File: src/rtl/cubic_interp_engine.sv
// cubic_interp_engine
// Collects groups of four pixel samples P(-1), P(0), P(1), P(2) over a
// valid/ready input stream, then evaluates either a Catmull-Rom cubic or a
// linear interpolation at fraction x = frac / 2^FW. The result is rounded
// half-up (floor(v + 0.5)) and saturated to [0, 2^PW-1].
//
// Handshake semantics (both sides): a beat transfers on a rising edge where
// valid and ready are both 1. A producer holds its data stable while valid=1
// and ready=0; ready never depends combinationally on valid.
//
// Ports:
//   clk          clock, all state changes on the rising edge
//   rst          synchronous active-high reset
//   in_valid     input sample valid
//   in_ready     engine accepts a sample this cycle (registered)
//   in_pix       sample value, unsigned PW bits
//   in_frac      fraction, unsigned Q0.FW, captured with P(-1) only
//   mode         0 = Catmull-Rom cubic, 1 = linear, captured with P(-1) only
//   out_valid    result available (registered)
//   out_ready    consumer accepts result
//   out_pix      rounded, saturated result (registered)
//   o_dbg_state  current FSM state (0 = LOAD, 1 = CALC, 2 = OUT)
module cubic_interp_engine #(
  parameter int PW = 8,
  parameter int FW = 8
) (
  input  logic          clk,
  input  logic          rst,
  input  logic          in_valid,
  output logic          in_ready,
  input  logic [PW-1:0] in_pix,
  input  logic [FW-1:0] in_frac,
  input  logic          mode,
  output logic          out_valid,
  input  logic          out_ready,
  output logic [PW-1:0] out_pix,
  output logic [1:0]    o_dbg_state
);

  // The whole polynomial is scaled by 2^(3*FW+1) so every term is an exact
  // integer: the 1/2 factor plus x^3 = f^3 / 2^(3*FW). NW leaves headroom
  // for the largest coefficient (|B| <= 6*(2^PW-1)) times f^2 shifted by FW.
  localparam int NW = PW + 3*FW + 6;
  localparam int SH = 3*FW + 1;

  localparam logic signed [NW-1:0] HALF = {{(NW-1){1'b0}}, 1'b1} << (SH-1);
  localparam logic signed [NW-1:0] MAXV = {{(NW-PW){1'b0}}, {PW{1'b1}}};

  typedef enum logic [1:0] {LOAD = 2'd0, CALC = 2'd1, OUT = 2'd2} state_t;

  state_t        r_state;
  logic [1:0]    r_idx;
  logic [PW-1:0] r_pm1, r_p0, r_p1, r_p2;
  logic [FW-1:0] r_frac;
  logic          r_mode;
  logic          r_in_ready;
  logic          r_out_valid;
  logic [PW-1:0] r_out_pix;

  logic signed [NW-1:0] w_pm1, w_p0, w_p1, w_p2, w_f, w_f2, w_f3;
  logic signed [NW-1:0] w_a, w_b, w_c;
  logic signed [NW-1:0] w_cubic, w_lin, w_num, w_rnd;
  logic [PW-1:0]        w_sat;

  assign w_pm1 = {{(NW-PW){1'b0}}, r_pm1};
  assign w_p0  = {{(NW-PW){1'b0}}, r_p0};
  assign w_p1  = {{(NW-PW){1'b0}}, r_p1};
  assign w_p2  = {{(NW-PW){1'b0}}, r_p2};
  assign w_f   = {{(NW-FW){1'b0}}, r_frac};
  assign w_f2  = w_f * w_f;
  assign w_f3  = w_f2 * w_f;

  // A = P1 - Pm1, B = 2Pm1 - 5P0 + 4P1 - P2, C = -Pm1 + 3P0 - 3P1 + P2
  assign w_a = w_p1 - w_pm1;
  assign w_b = (w_pm1 <<< 1) - ((w_p0 <<< 2) + w_p0) + (w_p1 <<< 2) - w_p2;
  assign w_c = ((w_p0 <<< 1) + w_p0) - ((w_p1 <<< 1) + w_p1) + w_p2 - w_pm1;

  assign w_cubic = (w_p0 <<< SH) + ((w_f * w_a) <<< (2*FW))
                 + ((w_f2 * w_b) <<< FW) + (w_f3 * w_c);
  assign w_lin   = (w_p0 <<< SH) + ((w_f * (w_p1 - w_p0)) <<< (2*FW+1));
  assign w_num   = r_mode ? w_lin : w_cubic;

  // Arithmetic shift gives floor semantics for negative intermediates.
  assign w_rnd = (w_num + HALF) >>> SH;

  always_comb begin
    w_sat = w_rnd[PW-1:0];
    if (w_rnd < 0)         w_sat = '0;
    else if (w_rnd > MAXV) w_sat = '1;
  end

  always_ff @(posedge clk) begin
    if (rst) begin
      r_state     <= LOAD;
      r_idx       <= 2'd0;
      r_pm1       <= '0;
      r_p0        <= '0;
      r_p1        <= '0;
      r_p2        <= '0;
      r_frac      <= '0;
      r_mode      <= 1'b0;
      r_in_ready  <= 1'b1;
      r_out_valid <= 1'b0;
      r_out_pix   <= '0;
    end else begin
      unique case (r_state)
        LOAD: begin
          if (in_valid && r_in_ready) begin
            unique case (r_idx)
              2'd0: begin
                r_pm1  <= in_pix;
                r_frac <= in_frac;
                r_mode <= mode;
              end
              2'd1: r_p0 <= in_pix;
              2'd2: r_p1 <= in_pix;
              2'd3: r_p2 <= in_pix;
              default: ;
            endcase
            if (r_idx == 2'd3) begin
              r_idx      <= 2'd0;
              r_in_ready <= 1'b0;
              r_state    <= CALC;
            end else begin
              r_idx <= r_idx + 2'd1;
            end
          end
        end
        CALC: begin
          r_out_pix   <= w_sat;
          r_out_valid <= 1'b1;
          r_state     <= OUT;
        end
        OUT: begin
          if (out_ready) begin
            r_out_valid <= 1'b0;
            r_in_ready  <= 1'b1;
            r_state     <= LOAD;
          end
        end
        default: begin
          r_state     <= LOAD;
          r_idx       <= 2'd0;
          r_in_ready  <= 1'b1;
          r_out_valid <= 1'b0;
        end
      endcase
    end
  end

  assign in_ready    = r_in_ready;
  assign out_valid   = r_out_valid;
  assign out_pix     = r_out_pix;
  assign o_dbg_state = r_state;

endmodule

File: config.mk
export PLATFORM = sky130hd
export DESIGN_NAME = cubic_interp_engine
export DESIGN_NICKNAME = d
export VERILOG_FILES = /design/src/rtl/cubic_interp_engine.sv
export SDC_FILE = /design/constraint.sdc
export NUM_CORES = 2
export LEC_CHECK = 0
export ABC_AREA = 1
export BUFFER_PORTS_ARGS = -buffer_cell sky130_fd_sc_hd__buf_2
export CORE_AREA = 2 2 298 300
export DETAILED_ROUTE_END_ITERATION = 8
export DIE_AREA = 0 0 300 302
export GPL_TIMING_DRIVEN = 0
export MAX_ROUTING_LAYER = met4
export PLACE_DENSITY_LB_ADDON = 0.05
export REMOVE_ABC_BUFFERS = 1
export SYNTH_ARGS = -nofsm -noshare
export SYNTH_HDL_FRONTEND = slang
export SYNTH_SLANG_ARGS = --single-unit
File: constraint.sdc
create_clock -name clk -period 19.05 [get_ports clk]
set_clock_uncertainty 0.15 [all_clocks]
set_input_delay 0 -clock clk [delete_from_list [all_inputs] [get_ports clk]]
set_output_delay 0 -clock clk [all_outputs]
set_load 0.03 [all_outputs]
-- After elaboration in Yosys (flattened, before gate mapping)
Cells that the tools add are included.
- order comparisons: 2
- multiplexer cells: 16
- multiply operators: 6
- $add $sub $neg: 17
- bitwise operators: 3
- equality and inequality tests: 8
- reductions and logical operators: 12
- operator list (kind ; number):
    adder 35 x 38 -> 38 bit ; 1
    adder 38 x 26 -> 38 bit (second input constant) ; 1
    adder 38 bit ; 1
    multiplier 25 x 13 -> 38 bit ; 1
    two-way mux 38 bit ; 1
    adder 34 x 35 -> 36 bit ; 1
    multiplier 9 x 9 -> 18 bit ; 2
    adder 34 x 34 -> 35 bit ; 1
    multiplier 17 x 14 -> 30 bit ; 1
    multiplier 16 x 8 -> 24 bit ; 1
    adder 9 x 8 -> 10 bit ; 2
    subtractor 8 x 8 -> 9 bit ; 2
    multiplier 8 x 8 -> 16 bit ; 1
    two-way mux 8 bit ; 2
    AND reduction 3 bit ; 5
    subtractor 13 x 9 -> 14 bit ; 1
    adder 12 x 11 -> 13 bit ; 1
    greater-than comparator 13 x 9 -> 1 bit (second input constant) ; 1
    less-than comparator 13 x 1 -> 1 bit (second input constant) ; 1
    subtractor 12 x 9 -> 13 bit ; 1
    adder 11 x 9 -> 12 bit ; 1
    subtractor 9 x 11 -> 12 bit ; 1
    adder 10 x 8 -> 11 bit ; 1
    subtractor 10 x 10 -> 11 bit ; 1
    other kinds (15) ; 32
- output and inout bits: 12
- logic and storage cells: 75
- bits of input ports: 21
- register bits after elaboration: 55

-- Longest topological paths before layout
- depth after elaboration: 12
- depth in mapped cells: 85
- gate-level depth less buffers: 83

-- Least setup slack after synthesis
OpenSTA, ideal clock, no wires.
- path kind: register to register
- from: reg r_frac[5]
- to: reg r_out_pix[3], in the netlist out_pix[3]
- clock period less this slack: 14275 ps
- required time: 18769 ps
- path slack: 4775 ps
- arrival time: 13995 ps
- buffers on the path: 3
- stages on the path, launching flop included: 70
- library setup time: 131 ps
- cell sequence: dfxtp_1 -> clkbuf_1 -> buf_1 -> nand2_1 -> fa_1 -> inv_1 -> fa_1 -> fa_1 -> inv_1 -> fa_1 -> inv_1 -> ha_1 -> nand2_1 -> o21a_1 -> a21boi_1 -> or2_2 -> nand2_1 -> a21oi_1 -> (+34 left out) -> nand2_1 -> a21oi_1 -> nand3_1 -> nand3_1 -> nand2_1 -> inv_2 -> ha_1 -> nand3_1 -> nor2_2 -> nand4_1 -> nand2_1 -> nand2_1 -> nor2_1 -> nand3_2 -> nand2_4 -> nand2_1 -> nand2_1 -> a21oi_2
- longest elaborated chain between the ends: 9
- elaborated cells between the ends (all ways): 16
- those cells by class: 5 x add/sub; 6 x mul; 2 x order compare; 3 x mux
- ends and longest elaborated chain (element ; RTL line ; RTL):
    from (decl) ; 54 ; logic [FW-1:0] r_frac;
    from (signal assigned) ; 112 ; r_frac <= in_frac;
    multiplier 8 x 8 -> 16 bit or multiplier 9 x 9 -> 18 bit (tied branches) ; 70, 78 ;
    multiplier 16 x 8 -> 24 bit (tied with other cells) ; 71 ; assign w_f3 = w_f2 * w_f;
    multiplier 25 x 13 -> 38 bit or adder 35 x 38 -> 38 bit (tied branches) ; 79 ; + ((w_f2 * w_b) <<< FW) + (w_f3 * w_c);
    adder 38 bit ; 79 ;
    two-way mux 38 bit (*) ; 81 ; assign w_num = r_mode ? w_lin : w_cubic;
    adder 38 x 26 -> 38 bit (*) ; 84 ; assign w_rnd = (w_num + HALF) >>> SH;
    greater-than comparator 13 x 9 -> 1 bit ; 89 ; else if (w_rnd > MAXV) w_sat = '1;
    two-way mux 8 bit ; 89 ;
    two-way mux 8 bit (*) ; 88 ; if (w_rnd < 0) w_sat = '0;
    to (signal assigned) ; 130 ; r_out_pix <= w_sat;
    to (decl) ; 58 ; logic [PW-1:0] r_out_pix;
Mark *: on every way between the ends. The rest lies on a longest branch, timed or not.
A chain may end at the register's enable or synchronous reset.

-- Worst setup path in the final report
- from: reg r_frac[2]
- to: reg r_out_pix[1], in the netlist out_pix[1]
Same word-level chain as after synthesis.

==> results.py <==
metrics = {
    "run_status": {
        "status": "complete, no violations",
    },
    "synthesis": {
        "seq_area_frac_synth_pct": 3.18,
        "yosys.area.top_type": "fa_1",
        "ys_warn_count": 0,
        "netlist_area_sq_um": 34600,
        "synth_flop_cell": "dfxtp_1",
        "async_reset_ff_share_pct": 0,
        "synthTopCellsByArea": "fa_1 (39%), ha_1 (17%), inv_1 (12%)",
        "ys_ff_latch": 55,
        "synth_cell_types": 52,
        "postSynthCellCount": 4488,
        "synth_top_area_share_pct": 39.4,
        "avgSynthCellArea_sq_um": 7.70,
        "synth_edf_count": 0,
    },
    "global_route": {
        "top_usage_layer": "met2",
        "grt_pass1_vias": 29100,
        "grt_pass1_wl_mm": 169,
        "grt_max_degree": 45,
        "antenna_found_initial": 3,
        "track_usage_pct": 24.9,
        "use_met3_pct": 1.11,
        "overflow": 0,
        "met1_usage_pct": 34.2,
        "met2_usage_pct": 42.1,
    },
    "worst_setup_path": {
        "arrival_ns": 17.66,
        "required_ns": 19.10,
        "worst_path_most_repeated_cell": "fa_1",
        "critPathLaunchType": "register",
        "worst-setup-path-type": "register to register",
        "cp-end-kind": "register",
        "critPathMaxStageDelay_ns": 0.79,
        "cp_max_fo": 23,
        "cp_slowest_cell": "dfxtp_2",
    },
    "finish": {
        "fillCellCount": 9263,
        "layout-drive-gt1-share_pct": 3.37,
        "fin_nets": 5633,
        "layout_commonest_cell": "inv_1",
        "diodes": 0,
        "synthToLayoutAreaGrowth_pct": 5.42,
        "final_cell_mix": "inv_1 (1116), nand2_1 (924), fa_1 (681), ha_1 (478), nor2_1 (429)",
    },
    "timing": {
        "fmax_mhz": 56.8,
        "timing.final.crit_share_pct": 92.5,
        "finalHoldViolCount": 0,
        "setup_viol": 0,
        "slew_violations": 0,
        "period_minus_slack_ns": 17.62,
        "slew_headroom_pct": 15.8,
        "worst_slew_pin_slew_ns": 1.26,
        "rsz0062_at_grt": "false",
        "setup_slack_ns": 1.43,
    },
    "clock_network": {
        "cts_tree": "yes",
        "cts_buffers": 5,
        "clk_pin_slew_ns": 0.08,
        "cts_sinks": 55,
        "cts_setup_buffers": 0,
        "htreeDepth": 2,
        "clock_path_buffers": 2,
        "root_buffer": "clkbuf_16",
        "clock_latency_ns": 0.32,
    },
    "detailed_routing": {
        "num_vias": 27200,
        "dr.pass1.iters": 6,
        "detail-route-antenna-nets": 0,
        "wl_mm": 105,
        "routedWlPerCell_microns": 18.7,
        "viasPerCell": 4.84,
        "drt-initial-drc-count": 1324,
        "drc": 0,
    },
    "place": {
        "routabilityCongestion": 0.894,
        "dp_slack_ns": -0.126,
        "io_buffer_count": 32,
        "post-dp-hpwl_mm": 89.6,
    },
    "hold_path": {
        "hp-class": "input port to register",
    },
    "die": {
        "num_io_pins": 33,
        "die_x_microns": 300,
        "initial_utilization_pct": 39.5,
        "num_rows": 109,
        "core-area_sq_um": 87600,
        "dieArea_sq_um": 90600,
        "die_y_microns": 302,
    },
    "job": {
        "max_cap_viol_count": 0,
    },
}
[metrics by stage]
step	setup TNS (ns)	util, %	cells	hold slack (ns)	area, sq um
3_5_place_dp	-0.685	41.2	5592	0.142	36100
4_1_cts	0	41.6	5619	0.0481	36400
6_report	0	41.6	5619	0.0517	36500
2_1_floorplan	0	-	4384	-0.0876	34200
3_3_place_gp	-1.03	40.9	5581	0.133	35800
5_1_grt	0	41.6	5619	0.0797	36500
[registers in the layout, summed over array words and instances, names as in the netlist]
signal,cells
r_p2,8
in_ready,1
r_idx,2
r_frac,8
o_dbg_state,2
out_valid,1
r_p1,8
out_pix,8
r_pm1,8
r_mode,1
r_p0,8
[cells in the mapped netlist, types with 9 or more instances]
master	number
a21o_1	11
a21oi_1	200
clkbuf_1	92
clkinv_1	14
dfxtp_1	55
fa_1	681
ha_1	478
inv_1	1117
inv_2	11
nand2_1	924
nand3_1	95
nand4_1	12
nor2_1	431
nor3_1	17
o21ai_0	88
o21ai_1	9
o21bai_1	24
or2_2	33
xnor2_1	28
xor2_1	75
[layout make-up]
class / count / area (sq um) / share of cell area (%)
multi-input cells: 3186 / 28900 / 79.3
inverters: 1143 / 4290 / 11.8
well taps: 1165 / 1460 / 4.00
flip-flops and latches: 55 / 1110 / 3.04
repair buffers: 62 / 539 / 1.48
clock buffers: 6 / 129 / 0.354
clock inverters: 2 / 16.3 / 0.0446
[cells by family (layout without fill, tap and decap cells)]
logic type	count (synthesis)	in the layout	synth area share (%)
simple gates	1559	1559	18.1
buf+inv	1247	1213	13.6
fa+ha+maj	1159	1159	56.7
compound gates	364	364	5.76
xor+xnor	103	103	2.61
flops	55	55	3.18
other cells	1	1	0.0108
[layer usage]
metal | share of wire (%) | up-vias
met5 | 0 | -
met4 | 1.5 | 0
met2 | 48 | 426
met3 | 2.8 | 70
met1 | 48 | 13500
li1 | - | 13200
[worst max-delay path, delay by kind of cell (launching register included)]
family,cells,cell delay [ns]
AO/OA/AOI/OAI,12,2.39
XOR/XNOR,1,0.62
adder cells (fa/ha/maj),18,7.80
buffers and inverters,14,2.04
flip-flops,1,0.79
AND/OR/NAND/NOR,24,3.64
[final timing paths]
check	from	to	slack (ns)	cells past startpoint
hold reg to reg	out_pix[4]	out_pix[4]	0.32	2
hold / removal	in_valid	r_idx[1]	0.05	7
setup reg to reg	r_frac[2]	out_pix[1]	1.43	69
setup / recovery	r_frac[2]	out_pix[1]	1.43	69
[timing repair]
action / CTS / global route
hold endpoints to repair: 53 / 0
hold buffers: 19 / 0
gates resized for setup: 1 / 7
pin swaps: 0 / 0
setup endpoints to repair: 8 / 8
Power is not shown: default switching activity piles up to over one toggle a cycle in this logic, so the estimate is an artifact.
